==> src/rtl/iram_rr_arbiter_if.sv <==
// Core-side fetch bus and RAM-side read bus of the instruction RAM arbiter.
// The slave modport is the arbiter; the master modport is the cores plus the RAM.
interface iram_rr_arbiter_if #(
  parameter int unsigned NUM_CORES = 4,
  parameter int unsigned ADDR_W    = 16,
  parameter int unsigned DATA_W    = 16
);
  logic [NUM_CORES-1:0]        core_en;
  logic [NUM_CORES-1:0]        core_req;
  logic [NUM_CORES*ADDR_W-1:0] core_addr;
  logic [NUM_CORES-1:0]        core_gnt;
  logic [NUM_CORES-1:0]        core_rvalid;
  logic [DATA_W-1:0]           core_rdata;
  logic [ADDR_W-1:0]           iram_addr;
  logic [DATA_W-1:0]           iram_rdata;

  modport master (
    output core_en, core_req, core_addr, iram_rdata,
    input  core_gnt, core_rvalid, core_rdata, iram_addr
  );

  modport slave (
    input  core_en, core_req, core_addr, iram_rdata,
    output core_gnt, core_rvalid, core_rdata, iram_addr
  );
endinterface

==> src/rtl/iram_rr_arbiter.sv <==
// Round-robin arbiter sharing a one-cycle registered instruction RAM among NUM_CORES fetchers.
// Optional per-core grant/stall counters are enabled by the IRAM_ARB_STATS_EN macro.
module iram_rr_arbiter #(
  parameter int unsigned NUM_CORES = 4,
  parameter int unsigned ADDR_W    = 16,
  parameter int unsigned DATA_W    = 16,
  parameter int unsigned ID_W      = 2
) (
  input  logic                clk,
  input  logic                rst_n,
`ifdef IRAM_ARB_STATS_EN
  input  logic [ID_W-1:0]     stat_sel,
  input  logic                stat_clr,
  output logic [31:0]         stat_count,
`endif
  iram_rr_arbiter_if.slave    bus
);

  logic [ID_W-1:0]      r_rr_ptr;
  logic                 r_owner_valid;
  logic [ID_W-1:0]      r_owner_id;
  logic [ADDR_W-1:0]    r_addr_hold;

  logic [NUM_CORES-1:0] w_elig;
  logic                 w_found;
  logic                 w_grant;
  logic [ID_W-1:0]      w_winner;
  logic [NUM_CORES-1:0] w_gnt;
  logic [ADDR_W-1:0]    w_win_addr;
  logic [ID_W-1:0]      w_ptr_next;

  assign w_elig = bus.core_req & bus.core_en;

  // Scan from r_rr_ptr upward with wraparound; first eligible core wins.
  always_comb begin
    logic [ID_W:0]   v_sum;
    logic [ID_W-1:0] v_idx;
    w_found  = 1'b0;
    w_winner = '0;
    v_sum    = '0;
    v_idx    = '0;
    for (int k = 0; k < int'(NUM_CORES); k++) begin
      v_sum = (ID_W+1)'(r_rr_ptr) + (ID_W+1)'(k);
      if (v_sum >= (ID_W+1)'(NUM_CORES)) begin
        v_sum = v_sum - (ID_W+1)'(NUM_CORES);
      end
      v_idx = v_sum[ID_W-1:0];
      if (!w_found && w_elig[v_idx]) begin
        w_found  = 1'b1;
        w_winner = v_idx;
      end
    end
  end

  // Grants are suppressed while reset is held so nothing is accepted and then dropped.
  assign w_grant    = w_found & rst_n;
  assign w_gnt      = w_grant ? (NUM_CORES'(1) << w_winner) : '0;
  assign w_win_addr = bus.core_addr[w_winner*ADDR_W +: ADDR_W];
  assign w_ptr_next = (w_winner == ID_W'(NUM_CORES - 1)) ? '0 : w_winner + 1'b1;

  assign bus.core_gnt    = w_gnt;
  assign bus.iram_addr   = w_grant ? w_win_addr : r_addr_hold;
  assign bus.core_rvalid = r_owner_valid ? (NUM_CORES'(1) << r_owner_id) : '0;
  assign bus.core_rdata  = bus.iram_rdata;

  always_ff @(posedge clk or negedge rst_n) begin
    if (!rst_n) begin
      r_rr_ptr      <= '0;
      r_owner_valid <= 1'b0;
      r_owner_id    <= '0;
      r_addr_hold   <= '0;
    end else begin
      r_owner_valid <= w_grant;
      if (w_grant) begin
        r_owner_id  <= w_winner;
        r_addr_hold <= w_win_addr;
        r_rr_ptr    <= w_ptr_next;
      end
    end
  end

`ifdef IRAM_ARB_STATS_EN
  logic [31:0] r_gnt_cnt   [NUM_CORES];
  logic [31:0] r_stall_cnt [NUM_CORES];
  logic [31:0] r_stat_count;
  logic [31:0] w_sel_cnt;

  always_ff @(posedge clk or negedge rst_n) begin
    if (!rst_n) begin
      for (int i = 0; i < int'(NUM_CORES); i++) begin
        r_gnt_cnt[i]   <= '0;
        r_stall_cnt[i] <= '0;
      end
    end else begin
      for (int i = 0; i < int'(NUM_CORES); i++) begin
        if (stat_clr) begin
          r_gnt_cnt[i]   <= '0;
          r_stall_cnt[i] <= '0;
        end else begin
          if (w_gnt[i] && (r_gnt_cnt[i] != 32'hFFFF_FFFF)) begin
            r_gnt_cnt[i] <= r_gnt_cnt[i] + 32'd1;
          end
          if (w_elig[i] && !w_gnt[i] && (r_stall_cnt[i] != 32'hFFFF_FFFF)) begin
            r_stall_cnt[i] <= r_stall_cnt[i] + 32'd1;
          end
        end
      end
    end
  end

  always_comb begin
    w_sel_cnt = '0;
    if (32'(stat_sel) < NUM_CORES) begin
      w_sel_cnt = r_gnt_cnt[stat_sel];
    end
  end

  always_ff @(posedge clk or negedge rst_n) begin
    if (!rst_n) begin
      r_stat_count <= '0;
    end else begin
      r_stat_count <= w_sel_cnt;
    end
  end

  assign stat_count = r_stat_count;
`endif

endmodule

==> src/flat_wrapper.sv <==
// flat-port wrapper written by rule: the top's interface ports become plain ports
module iram_rr_arbiter_flat 
#(
  parameter int unsigned NUM_CORES = 4,
  parameter int unsigned ADDR_W    = 16,
  parameter int unsigned DATA_W    = 16,
  parameter int unsigned ID_W      = 2
)
  (clk, rst_n, bus_core_en, bus_core_req, bus_core_addr, bus_iram_rdata, bus_core_gnt, bus_core_rvalid, bus_core_rdata, bus_iram_addr);
  iram_rr_arbiter_if #(.NUM_CORES(NUM_CORES), .ADDR_W(ADDR_W), .DATA_W(DATA_W)) bus_i ();
  input  logic clk;
  input  logic rst_n;
  input wire logic [$bits(bus_i.core_en)-1:0] bus_core_en;
  input wire logic [$bits(bus_i.core_req)-1:0] bus_core_req;
  input wire logic [$bits(bus_i.core_addr)-1:0] bus_core_addr;
  input wire logic [$bits(bus_i.iram_rdata)-1:0] bus_iram_rdata;
  output wire logic [$bits(bus_i.core_gnt)-1:0] bus_core_gnt;
  output wire logic [$bits(bus_i.core_rvalid)-1:0] bus_core_rvalid;
  output wire logic [$bits(bus_i.core_rdata)-1:0] bus_core_rdata;
  output wire logic [$bits(bus_i.iram_addr)-1:0] bus_iram_addr;
  assign bus_i.core_en = bus_core_en;
  assign bus_i.core_req = bus_core_req;
  assign bus_i.core_addr = bus_core_addr;
  assign bus_i.iram_rdata = bus_iram_rdata;
  assign bus_core_gnt = bus_i.core_gnt;
  assign bus_core_rvalid = bus_i.core_rvalid;
  assign bus_core_rdata = bus_i.core_rdata;
  assign bus_iram_addr = bus_i.iram_addr;
  iram_rr_arbiter #(.NUM_CORES(NUM_CORES), .ADDR_W(ADDR_W), .DATA_W(DATA_W), .ID_W(ID_W)) u_core (.clk(clk), .rst_n(rst_n), .bus(bus_i));
endmodule
==> config.mk <==
export PLATFORM = sky130hd
export DESIGN_NAME = iram_rr_arbiter_flat
export DESIGN_NICKNAME = d
export VERILOG_FILES = /design/src/rtl/iram_rr_arbiter_if.sv /design/src/rtl/iram_rr_arbiter.sv /design/src/flat_wrapper.sv
export SDC_FILE = /design/constraint.sdc
export NUM_CORES = 1
export LEC_CHECK = 0
export BUFFER_PORTS_ARGS = -buffer_cell sky130_fd_sc_hd__buf_2
export CORE_ASPECT_RATIO = 2
export CORE_UTILIZATION = 31
export CTS_CLUSTER_SIZE = 28
export DETAILED_ROUTE_END_ITERATION = 10
export GPL_TIMING_DRIVEN = 0
export HOLD_SLACK_MARGIN = 0.06
export PLACE_DENSITY = 0.64
export SYNTH_ARGS = -nofsm -noshare
export SYNTH_HDL_FRONTEND = slang
export SYNTH_SLANG_ARGS = --single-unit
==> constraint.sdc <==
create_clock -name clk -period 3.3 [get_ports clk]
set_input_delay 0.66 -clock clk [delete_from_list [all_inputs] [get_ports clk]]
set_output_delay 0.66 -clock clk [all_outputs]
set_load 0.01 [all_outputs]
* After elaboration in Yosys (flattened, before gate mapping)
Index checks and enable logic that the tools add are counted.
** Storage, ports and cells
- Logic and storage cells :: 56
- Input bits :: 90
- Register bits after elaboration :: 21
- Output and inout bits :: 40
** Operators by class
- Add/subtract/negate cells :: 8
- Equal/unequal tests :: 1
- Shifts and indexed selects :: 3
- Reductions and logical operators :: 6
- Muxes and demuxes :: 24
- Order comparisons :: 8
- Bitwise gates (word level) :: 2
** Operators by type and width (number)
- $shiftx A64 B7 Y16 :: 1
- $mux W2 :: 9
- $mux W16 :: 1
- $lt A2 B3 Y1 const B :: 4
- $ge A3 B3 Y1 const B :: 3
- $bmux W1 S2 :: 4
- $mux W1 :: 8
- $mux W4 :: 2
- $shl A1 B2 Y4 const A :: 2
- $sub A2 B1 Y2 const B :: 4
- $add A2 B2 Y3 const B :: 2
- $and A4 B4 Y4 :: 1
- $add A2 B1 Y3 const B :: 1
- $ge A2 B3 Y1 const B :: 1
- $logic_and A1 B1 Y1 :: 3
- $logic_not A1 Y1 :: 3
- $add A2 B1 Y2 const B :: 1
- $eq A2 B2 Y1 const B :: 1
- $and A1 B1 Y1 :: 1

* Longest topological paths before layout
- Word-level depth :: 16
- Mapped depth :: 7

* Worst setup path before layout
OpenSTA, ideal clock, no wires.
- Kind :: input to output
- From :: in bus_core_req[2]
- To :: out bus_iram_addr[11]
- Stages on the path :: 6
- Slack :: 813 ps
- Required time :: 2640 ps
- Arrival :: 1827 ps
- Path through :: and2_1 -> a21boi_1 -> o221a_2 -> clkbuf_1 -> a221oi_1 -> a21oi_1
** On the way
- Longest elaborated chain between the ends :: 15
- Elaborated cells between the ends (all ways) :: 26
- Those cells by class :: shift (1); mux (17); bitwise (2); reduce/logical (6)
** Ends and longest elaborated chain
- from (decl) :: line flat_wrapper.sv:14 : input wire logic [$bits(bus_i.core_req)-1:0] bus_core_req;
- $and A4 B4 Y4 (*) :: line iram_rr_arbiter.sv:32 : assign w_elig = bus.core_req & bus.core_en;
- $bmux W1 S2 :: line iram_rr_arbiter.sv:48 : if (!w_found && w_elig[v_idx]) begin
- $mux W1 (implied by the code) :: line iram_rr_arbiter.sv:48
- $mux W1 :: line iram_rr_arbiter.sv:48
- $logic_not A1 Y1 :: line iram_rr_arbiter.sv:48
- $logic_and A1 B1 Y1 :: line iram_rr_arbiter.sv:48
- $mux W1 :: line iram_rr_arbiter.sv:48
- $logic_not A1 Y1 :: line iram_rr_arbiter.sv:48
- $logic_and A1 B1 Y1 :: line iram_rr_arbiter.sv:48
- $mux W1 :: line iram_rr_arbiter.sv:48
- $logic_not A1 Y1 :: line iram_rr_arbiter.sv:48
- $logic_and A1 B1 Y1 :: line iram_rr_arbiter.sv:48
- $mux W2 / $mux W1 (equally long branches) :: line iram_rr_arbiter.sv:48
- $shiftx A64 B7 Y16 / $and A1 B1 Y1 (equally long branches) :: line iram_rr_arbiter.sv:58, iram_rr_arbiter.sv:56
- $mux W16 (*) :: line iram_rr_arbiter.sv:62 : assign bus.iram_addr = w_grant ? w_win_addr : r_addr_hold;
- to (decl) :: line flat_wrapper.sv:20 : output wire logic [$bits(bus_i.iram_addr)-1:0] bus_iram_addr;
Every way passes the cells marked *; elsewhere a longest branch is shown, timed or not. The select of a mux whose other input is x is not followed.

* Worst setup path in the final report
- From :: in bus_core_req[3]
- To :: out bus_iram_addr[8]
The elaborated chain is that of the path after synthesis.

==> impl_metrics.json <==
{
  "status": "finished, final reports clean",
  "core-area_sq_um": 5180,
  "ios": 130,
  "p_int_mw": 0.586,
  "cts_made_buffers": 3,
  "rsz0062_at_grt": "no",
  "die_area_sq_um": 5780,
  "synthCells": 200,
  "ys.flop_type": "dfrtp_1",
  "antenna_found_initial": 0,
  "synth-edff-count": 0,
  "viasPerCell": 5.23,
  "worst-endpoint-arrival_ps": 2430,
  "n_antenna_cell": 0,
  "p_leak_nw": 1.25,
  "routed_wl_microns": 5770,
  "layout_common_cells": "buf_2 (116), dfrtp_1 (21), a21oi_1 (19), and3_1 (19), nor2_1 (19)",
  "row_count": 37,
  "drt_pass1_iterations": 4,
  "clock_latency_ps": 260,
  "hold_viol": 0,
  "fin_crit_sh_pct": 93.7,
  "min_path_type": "in -> async",
  "crit_type": "in -> out",
  "r2r_cells": 6,
  "synth_seq_cells": 21,
  "async_reset_ff_share_pct": 100,
  "drc": 0,
  "max_freq_ghz": 0.323,
  "cts_sinks": 21,
  "syn_avg_cell_area_sq_um": 8.47,
  "first_iter_violations": 62,
  "clock-skew-final_ps": 1.30,
  "path_max_fanout": 10,
  "p_switching_mw": 0.351,
  "initial_utilization_pct": 32.7,
  "cap_violations": 0,
  "worstMarginPinSlew_ps": 773,
  "area_growth_pct": 40.5,
  "wire_per_inst_microns": 15.4,
  "die_h_microns": 107,
  "period_needed_ps": 3090,
  "clkPwrFrac_pct": 18.5,
  "root_buffer": "clkbuf_8",
  "grt_overflow": 0,
  "ant_nets": 0,
  "tns_ps": 0,
  "grt_max_degree": 23,
  "io_buffers": 113,
  "die_x_microns": 54.3,
  "cp-end-kind": "output port",
  "syn_area_sq_um": 1690,
  "drive_gt1_share_pct": 47.3,
  "synth_cell_types": 33,
  "finalWeightedCongestion": 0.822,
  "setup_violations": 0,
  "clockBufferDepth": 2,
  "path_clk_slew_ps": 80,
  "vias": 1963,
  "ys_seq_area_share_pct": 31.0,
  "start_kind": "input port",
  "post_cts_buffers": 0,
  "slew_viol_final": 0,
  "worst_slack_ps": 208,
  "h-tree-depth": 1,
  "pwr_density_cell_nw_per_um2": 394,
  "grtUsageTotal_pct": 21.3,
  "nets": 408,
  "grt_pass1_wl_microns": 9050,
  "power.share.switching_pct": 37.5,
  "dp_worst_setup_slack_ps": 156,
  "combPwrFrac_pct": 45.9,
  "power.share.sequential_pct": 35.5,
  "dp.final_hpwl_microns": 4670,
  "syn_nets": 290,
  "cp_data_required_time_ps": 2640,
  "cts_tree": "built",
  "yosys_warnings": 0,
  "slew-limit-headroom_pct": 48.0,
  "grt_pass1_vias": 2061,
  "vdd_drop_max_mv": 0.286,
  "layout_commonest_cell": "buf_2"
}
registers in the layout, indices dropped and copies added (netlist names):
name / count
u_core.r_rr_ptr: 2
u_core.r_owner_valid: 1
u_core.r_addr_hold: 16
u_core.r_owner_id: 2
per-stage QoR:
stage               total power, mW  util (%)  instance area [sq um]  instances  hold WS, ps
finish                        0.937      45.9                   2380        375          369
global route                   1.00      45.9                   2380        375          391
CTS                           0.943      45.9                   2380        375          386
detailed placement            0.770      45.0                   2330        371          532
global placement              0.764      45.0                   2330        371          526
floorplan                     0.598         -                   1690        200          364
path summary, 6_finish.rpt:
| check | from | end | slack [ps] |
|---|---|---|---|
| min | rst_n | u_core.r_addr_hold[0]$_DFF_PN0_ | 370 |
| max reg2reg | u_core.r_rr_ptr[1]$_DFFE_PN0P_ | u_core.r_addr_hold[8]$_DFF_PN0_ | 1250 |
| min reg2reg | u_core.r_addr_hold[1]$_DFF_PN0_ | u_core.r_addr_hold[1]$_DFF_PN0_ | 550 |
| max in group asynchronous | rst_n | u_core.r_addr_hold[13]$_DFF_PN0_ | 2570 |
| min in group clk | u_core.r_addr_hold[1]$_DFF_PN0_ | u_core.r_addr_hold[1]$_DFF_PN0_ | 550 |
| max | bus_core_req[3] | bus_iram_addr[8] | 210 |
synthesized netlist by cell type, drive strengths merged, types with 3 or more instances:
cell type	number	area share (%)
clkbuf	5	1.1
and2	5	1.8
nand2	12	2.7
buf	25	12
o21bai	4	1.8
a21boi	17	7.5
nor2	19	4.2
a221oi	17	9.8
a21oi	19	5.6
dfrtp	21	31
o21ai	17	5.0
inv	3	0.66
and3	20	7.7
power groups by stage:
stage	Combinational (mW)	Sequential (mW)	Clock, mW
6_report	0.430	0.333	0.174
5_1_grt	0.476	0.338	0.191
4_1_cts	0.434	0.333	0.177
3_5_place_dp	0.432	0.338	0
3_3_place_gp	0.428	0.336	0
2_1_floorplan	0.266	0.331	0
what timing repair did:
item / 4_1_cts / 5_1_grt
setup endpoints to repair: 0 / 2
hold buffers: 0 / 0
gates resized for setup: 0 / 2
endpoints found under the hold margin: 0 / 0
layer usage:
metal	track usage (%)	wire length, microns	vias to the layer above
li1	-	-	959
met5	0	0	-
met4	10.3	165	0
met1	20.3	1940	908
met2	41.2	3410	84
met3	1.57	261	12
critical path, stage by stage:
cell      delay [ps]
buf_2            120
a22oi_1          300
o221a_2          310
clkbuf_1         420
a221oi_1         190
a21oi_1          240
buf_2            190
final cells by class:
type                       instances  area (sq um)
timing repair buffer             113           566
fill                             566          2810
multi-input combinational        146           943
buffer                            30           215
inverter                           3          11.3
sequential                        21           526
clock buffer                       3          41.3
tap                               58          72.6
clock inverter                     1          5.00
logic make-up (layout without fill, tap and decap cells):
family	after synthesis	in the layout	synth area share, %
buffers and inverters	33	150	13.3
flip-flops	21	21	31.0
AND/OR/NAND/NOR	63	63	19.6
AO/OA/AOI/OAI	83	83	36.0
No activity file was read; power rests on OpenSTA's default activity.
